**config.mk**
```make
export PLATFORM = sky130hd
export DESIGN_NAME = decode_stage
export DESIGN_NICKNAME = d
export VERILOG_FILES = /design/src/rtl/rv_decode_pkg.sv /design/src/rtl/decode_stage_imm_gen.sv /design/src/rtl/decode_stage.sv
export SDC_FILE = /design/constraint.sdc
export NUM_CORES = 1
export LEC_CHECK = 0
export BUFFER_PORTS_ARGS = -buffer_cell sky130_fd_sc_hd__buf_2
export CORE_MARGIN = 5
export CORE_UTILIZATION = 45
export DETAILED_ROUTE_END_ITERATION = 7
export PLACE_DENSITY_LB_ADDON = 0.15
export SETUP_SLACK_MARGIN = 0.3
export SYNTH_ARGS = -nofsm -noshare
export SYNTH_HDL_FRONTEND = slang
export SYNTH_HIERARCHICAL = 1
export SYNTH_SLANG_ARGS = --single-unit
```
**constraint.sdc**
```tcl
create_clock -name clk -period 14.45 [get_ports clk]
set_input_delay 0 -clock clk [delete_from_list [all_inputs] [get_ports clk]]
set_output_delay 0 -clock clk [all_outputs]
set_load 0.01 [all_outputs]
```
**src/rtl/rv_decode_pkg.sv**
```systemverilog
// Shared types and constants for the RV32I decode stage.
package rv_decode_pkg;

    // Instruction format classes; R must stay at encoding 0 (reset value of fmt).
    typedef enum logic [2:0] {
        FMT_R   = 3'd0,
        FMT_I   = 3'd1,
        FMT_S   = 3'd2,
        FMT_B   = 3'd3,
        FMT_U   = 3'd4,
        FMT_J   = 3'd5,
        FMT_BAD = 3'd6
    } fmt_t;

    // RV32I base opcodes.
    localparam logic [6:0] OP_LUI    = 7'h37;
    localparam logic [6:0] OP_AUIPC  = 7'h17;
    localparam logic [6:0] OP_JAL    = 7'h6F;
    localparam logic [6:0] OP_JALR   = 7'h67;
    localparam logic [6:0] OP_BRANCH = 7'h63;
    localparam logic [6:0] OP_LOAD   = 7'h03;
    localparam logic [6:0] OP_STORE  = 7'h23;
    localparam logic [6:0] OP_IMM    = 7'h13;
    localparam logic [6:0] OP_REG    = 7'h33;
    localparam logic [6:0] OP_FENCE  = 7'h0F;
    localparam logic [6:0] OP_SYSTEM = 7'h73;

    // Width-independent part of a decoded instruction; imm and pc are
    // parameter-sized and therefore stored beside it in the stage.
    typedef struct packed {
        logic [6:0] opcode;
        logic [4:0] rs1;
        logic [4:0] rs2;
        logic [4:0] rd;
        logic [9:0] alu_fn;
        fmt_t       fmt;
        logic       illegal;
    } dec_bundle_t;

    // Map an opcode to its instruction format; unknown opcodes are BAD.
    function automatic fmt_t decode_fmt(input logic [6:0] op);
        fmt_t f;
        case (op)
            OP_REG:                                         f = FMT_R;
            OP_IMM, OP_LOAD, OP_JALR, OP_SYSTEM, OP_FENCE:  f = FMT_I;
            OP_STORE:                                       f = FMT_S;
            OP_BRANCH:                                      f = FMT_B;
            OP_LUI, OP_AUIPC:                               f = FMT_U;
            OP_JAL:                                         f = FMT_J;
            default:                                        f = FMT_BAD;
        endcase
        return f;
    endfunction

endpackage

```
**src/rtl/decode_stage_imm_gen.sv**
```systemverilog
// Combinational immediate generator: assembles the RV32I immediate for the
// given format and sign-extends it from bit 31 of the instruction to XLEN.
// Only instruction bits [31:7] carry immediate data, so only those are taken.
module imm_gen
    import rv_decode_pkg::*;
#(
    parameter int XLEN = 32
) (
    input  logic [31:7]     instr,
    input  fmt_t            fmt,
    output logic [XLEN-1:0] imm
);

    logic [31:0] imm32_s;

    // Assemble the 32-bit immediate; R and BAD carry no immediate.
    always_comb begin
        imm32_s = 32'd0;
        case (fmt)
            FMT_I:   imm32_s = {{20{instr[31]}}, instr[31:20]};
            FMT_S:   imm32_s = {{20{instr[31]}}, instr[31:25], instr[11:7]};
            FMT_B:   imm32_s = {{19{instr[31]}}, instr[31], instr[7],
                                instr[30:25], instr[11:8], 1'b0};
            FMT_U:   imm32_s = {instr[31:12], 12'd0};
            FMT_J:   imm32_s = {{11{instr[31]}}, instr[31], instr[19:12],
                                instr[20], instr[30:21], 1'b0};
            default: imm32_s = 32'd0;
        endcase
    end

    assign imm = XLEN'($signed(imm32_s));

endmodule

```
**src/rtl/decode_stage.sv**
```systemverilog
// Registered RISC-V decode stage with a 2-entry skid buffer (main M drives
// the outputs, skid K absorbs the one instruction that arrives while
// downstream stalls). in_ready comes straight from a register.
module decode_stage
    import rv_decode_pkg::*;
#(
    parameter int XLEN = 32,
    parameter int PC_W = 32
) (
    input  logic            clk,
    input  logic            rst,
    input  logic            flush,
    input  logic            in_valid,
    output logic            in_ready,
    input  logic [31:0]     in_instr,
    input  logic [PC_W-1:0] in_pc,
    output logic            out_valid,
    input  logic            out_ready,
    output logic [PC_W-1:0] out_pc,
    output logic [6:0]      opcode,
    output logic [4:0]      rs1_add,
    output logic [4:0]      rs2_add,
    output logic [4:0]      rd_add,
    output logic [9:0]      ins_for_ALU,
    output logic [2:0]      fmt,
    output logic [XLEN-1:0] imm,
    output logic            illegal
);

    typedef enum logic [1:0] {
        ST_EMPTY = 2'd0,
        ST_ONE   = 2'd1,
        ST_FULL  = 2'd2
    } buf_state_t;

    buf_state_t      state_r, state_nxt_s;
    logic            in_ready_r, out_valid_r;
    dec_bundle_t     dec_s, m_dec_r, k_dec_r;
    logic [XLEN-1:0] imm_s, m_imm_r, k_imm_r;
    logic [PC_W-1:0] m_pc_r, k_pc_r;
    logic            accept_s, drain_s;
    logic            load_m_s, load_k_s, m_from_k_s;

    assign accept_s = in_valid && in_ready_r;
    assign drain_s  = out_valid_r && out_ready;

    // Field split of the incoming instruction word.
    always_comb begin
        dec_s         = '0;
        dec_s.opcode  = in_instr[6:0];
        dec_s.rs1     = in_instr[19:15];
        dec_s.rs2     = in_instr[24:20];
        dec_s.rd      = in_instr[11:7];
        dec_s.alu_fn  = {in_instr[31:25], in_instr[14:12]};
        dec_s.fmt     = decode_fmt(in_instr[6:0]);
        dec_s.illegal = (in_instr[1:0] != 2'b11) || (dec_s.fmt == FMT_BAD);
    end

    imm_gen #(.XLEN(XLEN)) u_imm_gen (
        .instr (in_instr[31:7]),
        .fmt   (dec_s.fmt),
        .imm   (imm_s)
    );

    // Buffer occupancy transitions and which register loads this cycle.
    always_comb begin
        state_nxt_s = state_r;
        load_m_s    = 1'b0;
        load_k_s    = 1'b0;
        m_from_k_s  = 1'b0;
        if (flush) begin
            state_nxt_s = ST_EMPTY;
        end else begin
            case (state_r)
                ST_EMPTY: begin
                    if (accept_s) begin
                        state_nxt_s = ST_ONE;
                        load_m_s    = 1'b1;
                    end else begin
                        state_nxt_s = ST_EMPTY;
                    end
                end
                ST_ONE: begin
                    if (accept_s && !drain_s) begin
                        state_nxt_s = ST_FULL;
                        load_k_s    = 1'b1;
                    end else if (accept_s && drain_s) begin
                        state_nxt_s = ST_ONE;
                        load_m_s    = 1'b1;
                    end else if (drain_s) begin
                        state_nxt_s = ST_EMPTY;
                    end else begin
                        state_nxt_s = ST_ONE;
                    end
                end
                ST_FULL: begin
                    if (drain_s) begin
                        state_nxt_s = ST_ONE;
                        m_from_k_s  = 1'b1;
                    end else begin
                        state_nxt_s = ST_FULL;
                    end
                end
                default: begin
                    state_nxt_s = ST_EMPTY;
                end
            endcase
        end
    end

    // State, registered handshake outputs and the M/K data registers.
    always_ff @(posedge clk or posedge rst) begin
        if (rst) begin
            state_r     <= ST_EMPTY;
            in_ready_r  <= 1'b1;
            out_valid_r <= 1'b0;
            m_dec_r     <= '0;
            m_imm_r     <= '0;
            m_pc_r      <= '0;
            k_dec_r     <= '0;
            k_imm_r     <= '0;
            k_pc_r      <= '0;
        end else begin
            state_r     <= state_nxt_s;
            in_ready_r  <= (state_nxt_s != ST_FULL);
            out_valid_r <= (state_nxt_s != ST_EMPTY);
            if (load_m_s) begin
                m_dec_r <= dec_s;
                m_imm_r <= imm_s;
                m_pc_r  <= in_pc;
            end else if (m_from_k_s) begin
                m_dec_r <= k_dec_r;
                m_imm_r <= k_imm_r;
                m_pc_r  <= k_pc_r;
            end
            if (load_k_s) begin
                k_dec_r <= dec_s;
                k_imm_r <= imm_s;
                k_pc_r  <= in_pc;
            end
        end
    end

    assign in_ready    = in_ready_r;
    assign out_valid   = out_valid_r;
    assign out_pc      = m_pc_r;
    assign opcode      = m_dec_r.opcode;
    assign rs1_add     = m_dec_r.rs1;
    assign rs2_add     = m_dec_r.rs2;
    assign rd_add      = m_dec_r.rd;
    assign ins_for_ALU = m_dec_r.alu_fn;
    assign fmt         = m_dec_r.fmt;
    assign imm         = m_imm_r;
    assign illegal     = m_dec_r.illegal;

endmodule
```
==> results of run 1 <==
registers in the layout (all words and copies together), names as in the netlist:
signal,flops
rs2_add,5
out_pc,32
out_valid,1
rs1_add,5
k_pc_r,32
ins_for_ALU,10
state_r,2
imm,32
rd_add,5
opcode,7
in_ready,1
illegal,1
k_imm_r,32
k_dec_r,36
fmt,3
Yosys cell counts (2+ instances only):
| cell | n |
|---|---|
| a21boi_0 | 2 |
| a21o_1 | 9 |
| a21oi_1 | 7 |
| a22o_1 | 3 |
| a31oi_1 | 2 |
| and2_1 | 7 |
| and2b_1 | 2 |
| buf_1 | 7 |
| buf_2 | 14 |
| buf_4 | 16 |
| buf_6 | 7 |
| clkbuf_1 | 19 |
| dfrtp_1 | 203 |
| ha_1 | 2 |
| inv_1 | 8 |
| mux2_1 | 37 |
| mux2_2 | 61 |
| nand2_1 | 121 |
| nand2b_1 | 3 |
| nor2_1 | 9 |
| nor2b_1 | 3 |
| nor3_1 | 2 |
| o21ai_0 | 90 |
| o21ai_1 | 21 |
| o22ai_1 | 98 |
| or2_2 | 2 |
routing by layer:
metal  up-vias  track usage
li1       3193            -
met1      3227        0.270
met2       151        0.323
met3        36       0.0288
met4         0       0.0421
met5         -            0
kinds of logic after synthesis:
group / count (synthesis) / share of synthesized area
AOI/OAI and AO/OA: 243 / 0.163
DFF: 204 / 0.582
and+or+nand+nor: 158 / 0.0792
muxes: 99 / 0.127
buffers and inverters: 71 / 0.0452
adders and majority gates: 2 / 0.00285
xor gates and xnor gates: 1 / 0.000999
cell usage in the layout (no fill, tap or decap), types with 8 or more instances in the layout:
cell           synthesis  routed
a21o_1                 9       8
buf_2                 14     170
clkbuf_16              0      23
dfrtp_1              203     203
dlygate4sd3_1          0      67
mux2_1                37      37
mux2_2                61      61
nand2_1              121     121
nor2_1                 9       9
o21ai_0               90      90
o21ai_1               21      21
o22ai_1               98      98
worst register-to-register path: stages (launching register included):
cell	delay, ns
dfrtp_1	0.38
nand2_1	0.12
inv_1	0.07
ha_1	0.24
nand2_1	0.09
a21o_4	0.69
buf_4	0.93
o21ai_0	0.26
power by group through the flow:
stage	clock network (mW)	registers (mW)	logic, mW
final	0.506	0.856	0.466
after global routing	0.547	0.883	0.524
after CTS	0.523	0.858	0.474
after detailed placement	0	0.866	0.459
after global placement	0	0.860	0.451
after floorplan	0	0.899	0.243
worst max-delay path by stage:
stage | end | depth (start not counted) | slack (ns) | from
2_1_floorplan | fmt[0] | 1 | 8.88 | rst
3_3_place_gp | rs2_add[0] | 7 | 11.51 | in_ready
3_5_place_dp | rs2_add[0] | 7 | 11.46 | in_ready
4_1_cts | rs2_add[0] | 7 | 11.44 | in_ready
5_1_grt | ins_for_ALU[9] | 7 | 11.22 | out_valid
6_report | imm[21] | 7 | 11.52 | out_valid
per-stage QoR:
step / utilization / instances / hold WS [ns] / total power [mW] / worst slack, ns
after global placement: 0.499 / 1156 / 0.252 / 1.31 / 11.51
after floorplan: - / 778 / 0.0775 / 1.14 / 8.88
final: 0.567 / 1256 / 0.164 / 1.83 / 11.52
after detailed placement: 0.499 / 1156 / 0.253 / 1.33 / 11.46
after CTS: 0.567 / 1256 / 0.144 / 1.86 / 11.44
after global routing: 0.567 / 1256 / 0.179 / 1.95 / 11.22
what timing repair did:
action / in CTS / in global routing
buffers inserted: 0 / 0
hold buffers: 67 / 0
endpoints found under the hold margin: 307 / 0
layout make-up:
cell class / count / area share
Tap cell: 265 / 0.0303
Sequential cell: 204 / 0.466
Inverter: 8 / 0.00342
Multi-Input combinational cell: 503 / 0.300
Timing Repair Buffer: 243 / 0.143
Clock inverter: 1 / 0.000457
Clock buffer: 32 / 0.0574
==> flow_metrics.py, run 1 <==
metrics = {
    "run_status": {
        "status": "finished clean",
    },
    "power": {
        "swShare": 0.301,
        "switching_power_uw": 550,
        "ir_drop_uv": 78.0,
        "power_frac_seq": 0.468,
        "clockPowerShare": 0.277,
        "internal_power_mw": 1.28,
        "p_comb_frac": 0.255,
        "leakage_nw": 5.25,
        "pwr_density_cell_mw_per_mm2": 167,
    },
    "clock_network": {
        "cts_tree": "built",
        "cts_htree_levels": 1,
        "cts_resized": 0,
        "cts_sinks": 204,
        "clockRootBuffer": "clkbuf_16",
        "cts_made_buffers": 22,
        "clk-insertion-delay-late_ns": 0.49,
        "clk_pin_slew_ns": 0.06,
        "cts.path.max_buffers": 3,
    },
    "flow_run": {
        "drv_cap": 0,
    },
    "placement": {
        "port_buffers": 170,
        "postPlaceCellArea_mm2": 0.00966,
        "place_hpwl_um": 12900,
        "gp_congestion": 0.750,
    },
    "floorplan": {
        "die_area_mm2": 0.0224,
        "die_w_um": 150,
        "rows": 51,
        "start_util": 0.454,
        "die_y_um": 150,
        "core-area_mm2": 0.0193,
        "io_pins": 171,
    },
    "min_path": {
        "hold_path_class": "in2reg",
        "worstHoldStart": "in_valid",
        "hold_depth": 5,
        "min_to": "state_r[0]",
    },
    "routing": {
        "wl_um": 21500,
        "vias": 6607,
        "met1Wirelength_um": 10100,
        "ant_nets": 0,
        "vias_per_cell": 5.26,
        "wl_per_cell_um": 17.1,
        "dr.pass1.iters": 5,
        "routed.top_layer": "met4",
        "dr_wl_met2_um": 9990,
        "wl_met3_um": 1070,
        "first_iter_violations": 253,
        "post-route-drc-count": 0,
    },
    "synthesis": {
        "avgSynthCellArea_um2": 11.3,
        "yosys_warnings": 6,
        "synth_seq_area_share": 0.582,
        "ys.flop_type": "dfrtp_1",
        "syn_inst": 778,
        "synth_top_area_share": 0.579,
        "synth.cell_area_mm2": 0.00877,
        "synth-async-reset-ratio": 1.00,
        "syn_nets": 849,
        "synth.ff_latch_count": 204,
        "ys_types": 49,
        "synth_largest_area_cell": "dfrtp_1",
        "synth_edf_count": 0,
        "synth_area_leaders": "dfrtp_1 (58%), mux2_2 (7.8%), o22ai_1 (7.0%)",
    },
    "worst_setup_path": {
        "ff2ff_path_depth": 7,
        "path_max_fanout": 103,
        "arrival_ns": 3.26,
        "critPathLaunchType": "register",
        "crit_family": "buffers and inverters",
        "reg2reg_setup_slack_ns": 11.52,
        "reg2reg_from": "out_valid",
        "worstPathRequired_ns": 14.77,
        "crit_chain": "nand2_1 > inv_1 > ha_1 > nand2_1 > a21o_4 > buf_4 > o21ai_0",
        "crit_path_top_delay_cell": "buf_4",
        "critPathBufInv": 2,
        "crit_type": "reg2reg",
        "worstSetupEndpointType": "register",
        "timing.critical_path.mode_cell": "nand2_1",
        "r2r-end": "imm[21]",
        "crit_path_max_incr_delay_ns": 0.85,
    },
    "finish": {
        "nFillCells": 1689,
        "nets": 1053,
        "multiInputGateArea_mm2": 0.00328,
        "drive_above_1_share": 0.281,
        "diodes": 0,
        "syn2layout_area_growth_pct": 25.0,
        "register_area_mm2": 0.00511,
        "fin_area_mm2": 0.0110,
    },
    "timing": {
        "rsz0062_at_grt": "no",
        "clock.fmax_ghz": 0.341,
        "finClkSkew_ns": 0.00890,
        "worst_pin_slew_ns": 1.20,
        "setup_viol": 0,
        "layout_min_cycle_time_ns": 2.93,
        "final_hold_viol_count": 0,
        "slew-limit-headroom": 0.202,
        "tns_ns": 0,
        "finalMaxSlewViolations": 0,
        "fin_crit_sh": 0.203,
    },
    "global_routing": {
        "grt_antenna_before_repair": 0,
        "overflow": 0,
        "grt_usage": 0.194,
        "grt_start_max_net_pins": 151,
        "grt_pass1_vias": 6811,
        "grt_pass1_wl_um": 35400,
    },
}
Note: power is estimated with default switching activity, not from simulation.
==> inputs of run 2 (changes only) <==
==> constraint.sdc (replaced) <==
create_clock -name clk -period 2.9 [get_ports clk]
set_input_delay 0 -clock clk [delete_from_list [all_inputs] [get_ports clk]]
set_output_delay 0 -clock clk [all_outputs]
set_load 0.01 [all_outputs]
==> run 2 against run 1 <==
Effect of this change:
- utilization rose by 1.5 points
- via count fell by 0.21%
- critical path depth rose by 4
- die area did not move
- clock power rose to 5.6 times the previous value
- wire length rose by 1.5%
- cell count rose by 1.6%
- highest routed layer unchanged
==> flow_metrics.py, run 2 (synthesis gave the netlist of run 1 again) <==
metrics = {
    "run_status": {
        "status": "finished clean",
    },
    "floorplan": {
        "io_pins": 171,
        "die_y_um": 150,
        "core-area_mm2": 0.0193,
        "die_w_um": 150,
        "rows": 51,
        "die_area_mm2": 0.0224,
        "start_util": 0.454,
    },
    "power": {
        "power_frac_seq": 0.450,
        "ir_drop_uv": 399,
        "internal_power_mw": 6.65,
        "clockPowerShare": 0.300,
        "pwr_density_cell_mw_per_mm2": 842,
        "swShare": 0.298,
        "switching_power_mw": 2.82,
        "power_mw": 9.47,
        "p_comb_frac": 0.250,
        "leakage_nw": 5.40,
    },
    "timing": {
        "fin_crit_sh": 0.770,
        "clock.fmax_ghz": 0.448,
        "whs_ns": 0.170,
        "layout_min_cycle_time_ns": 2.23,
        "rsz0062_at_grt": "no",
        "finClkSkew_ns": 0.0198,
        "final_hold_viol_count": 0,
        "worst_pin_slew_ns": 0.677,
        "tns_ns": 0,
        "slew-limit-headroom": 0.548,
        "setup_viol": 0,
        "layout_setup_ws_ns": 0.667,
        "finalMaxSlewViolations": 0,
    },
    "flow_run": {
        "drv_cap": 0,
    },
    "global_routing": {
        "grt_antenna_before_repair": 0,
        "grt_pass1_vias": 6822,
        "grt_start_max_net_pins": 141,
        "overflow": 0,
        "grt_pass1_wl_um": 35900,
        "grt_usage": 0.196,
    },
    "clock_network": {
        "cts_made_buffers": 23,
        "clk_pin_slew_ns": 0.06,
        "cts_htree_levels": 1,
        "cts_sinks": 204,
        "postCtsSetupBuffers": 0,
        "clk-insertion-delay-late_ns": 0.50,
        "cts.path.max_buffers": 3,
        "cts_resized": 0,
        "clockRootBuffer": "clkbuf_16",
        "cts_tree": "built",
    },
    "finish": {
        "final_cell_mix": "dfrtp_1 (203), buf_2 (170), nand2_1 (121)",
        "final_common_cell": "dfrtp_1",
        "largest-register": "k_dec_r",
        "drive_above_1_share": 0.297,
        "nets": 1067,
        "diodes": 0,
        "largest_reg_flops": 36,
        "syn2layout_area_growth_pct": 28.2,
        "final_core_util": 0.582,
    },
    "routing": {
        "vias": 6593,
        "vias_per_cell": 5.17,
        "wl_per_cell_um": 17.1,
        "ant_nets": 0,
        "wl_um": 21800,
        "first_iter_violations": 305,
        "dr.pass1.iters": 4,
        "post-route-drc-count": 0,
    },
    "worst_setup_path": {
        "worstSetupEndpointType": "register",
        "worstPathRequired_ns": 3.31,
        "crit_type": "in2reg",
        "arrival_ns": 2.65,
        "path_max_fanout": 8,
        "critPathLaunchType": "primary input",
    },
    "min_path": {
        "hold_path_class": "in2reg",
    },
    "placement": {
        "place_hpwl_um": 13600,
        "gp_congestion": 0.753,
        "place_worst_setup_slack_ns": 0.659,
        "port_buffers": 170,
    },
}
[run 2: changes by cell type in the layout (fill, tap and decap cells not counted), moves of 3 or more]
cell	delta
clkbuf_8	+6
clkbuf_1	-3
buf_12	+6
buf_4	+6
clkinv_2	+3
[run 2: final timing paths]
path	endpoint	depth (start not counted)	slack, ns	startpoint
setup / recovery	imm[16]	11	0.67	in_instr[2]
hold / removal	state_r[0]	5	0.17	in_valid
setup reg to reg	k_pc_r[20]	5	0.73	in_ready
hold reg to reg	out_pc[10]	2	0.47	out_pc[10]
max in group asynchronous	out_pc[21]	5	1.42	rst
min in group asynchronous	k_dec_r[25]	4	0.56	rst
[run 2: metal layers]
metal | routed length (µm) | global-route usage | vias up
met5 | 0 | 0 | -
met4 | 305 | 0.0412 | 0
met3 | 1190 | 0.0333 | 24
met2 | 10200 | 0.317 | 154
met1 | 10100 | 0.280 | 3196
li1 | - | - | 3219
[run 2: metrics by stage]
step	cell area, µm²	instances
after floorplan	8770	778
after global placement	9820	1168
after detailed placement	9820	1168
after CTS	11200	1276
after global routing	11200	1276
final	11200	1276
[run 2: final cells by class]
cell class | count | area [µm²]
clock inverter | 5 | 50.0
timing repair buffer | 256 | 1740
clock buffer | 35 | 701
sequential | 204 | 5110
tap | 265 | 332
inverter | 8 | 33.8
fill | 1648 | 8090
multi-input combinational | 503 | 3280
[run 2: worst max-delay path, cell delays in order]
cell           delay, ns
dlygate4sd3_1       0.52
buf_2               0.17
nor2b_1             0.27
a31oi_1             0.13
o32a_1              0.18
nor2_1              0.17
inv_1               0.18
nor3b_2             0.61
a21o_1              0.16
o22ai_1             0.08
o21ai_0             0.16
[run 2: repair_timing]
| item | CTS | global route |
|---|---|---|
| endpoints found under the hold margin | 361 | 0 |
| hold buffers | 68 | 0 |
| endpoints found under the setup margin | 0 | 0 |
[run 2: power groups by stage]
stage	clock [mW]	combinational, mW	sequential (mW)
2_1_floorplan	0	1.21	4.48
3_3_place_gp	0	2.29	4.27
3_5_place_dp	0	2.33	4.31
4_1_cts	2.92	2.41	4.27
5_1_grt	3.04	2.65	4.39
6_report	2.84	2.37	4.27
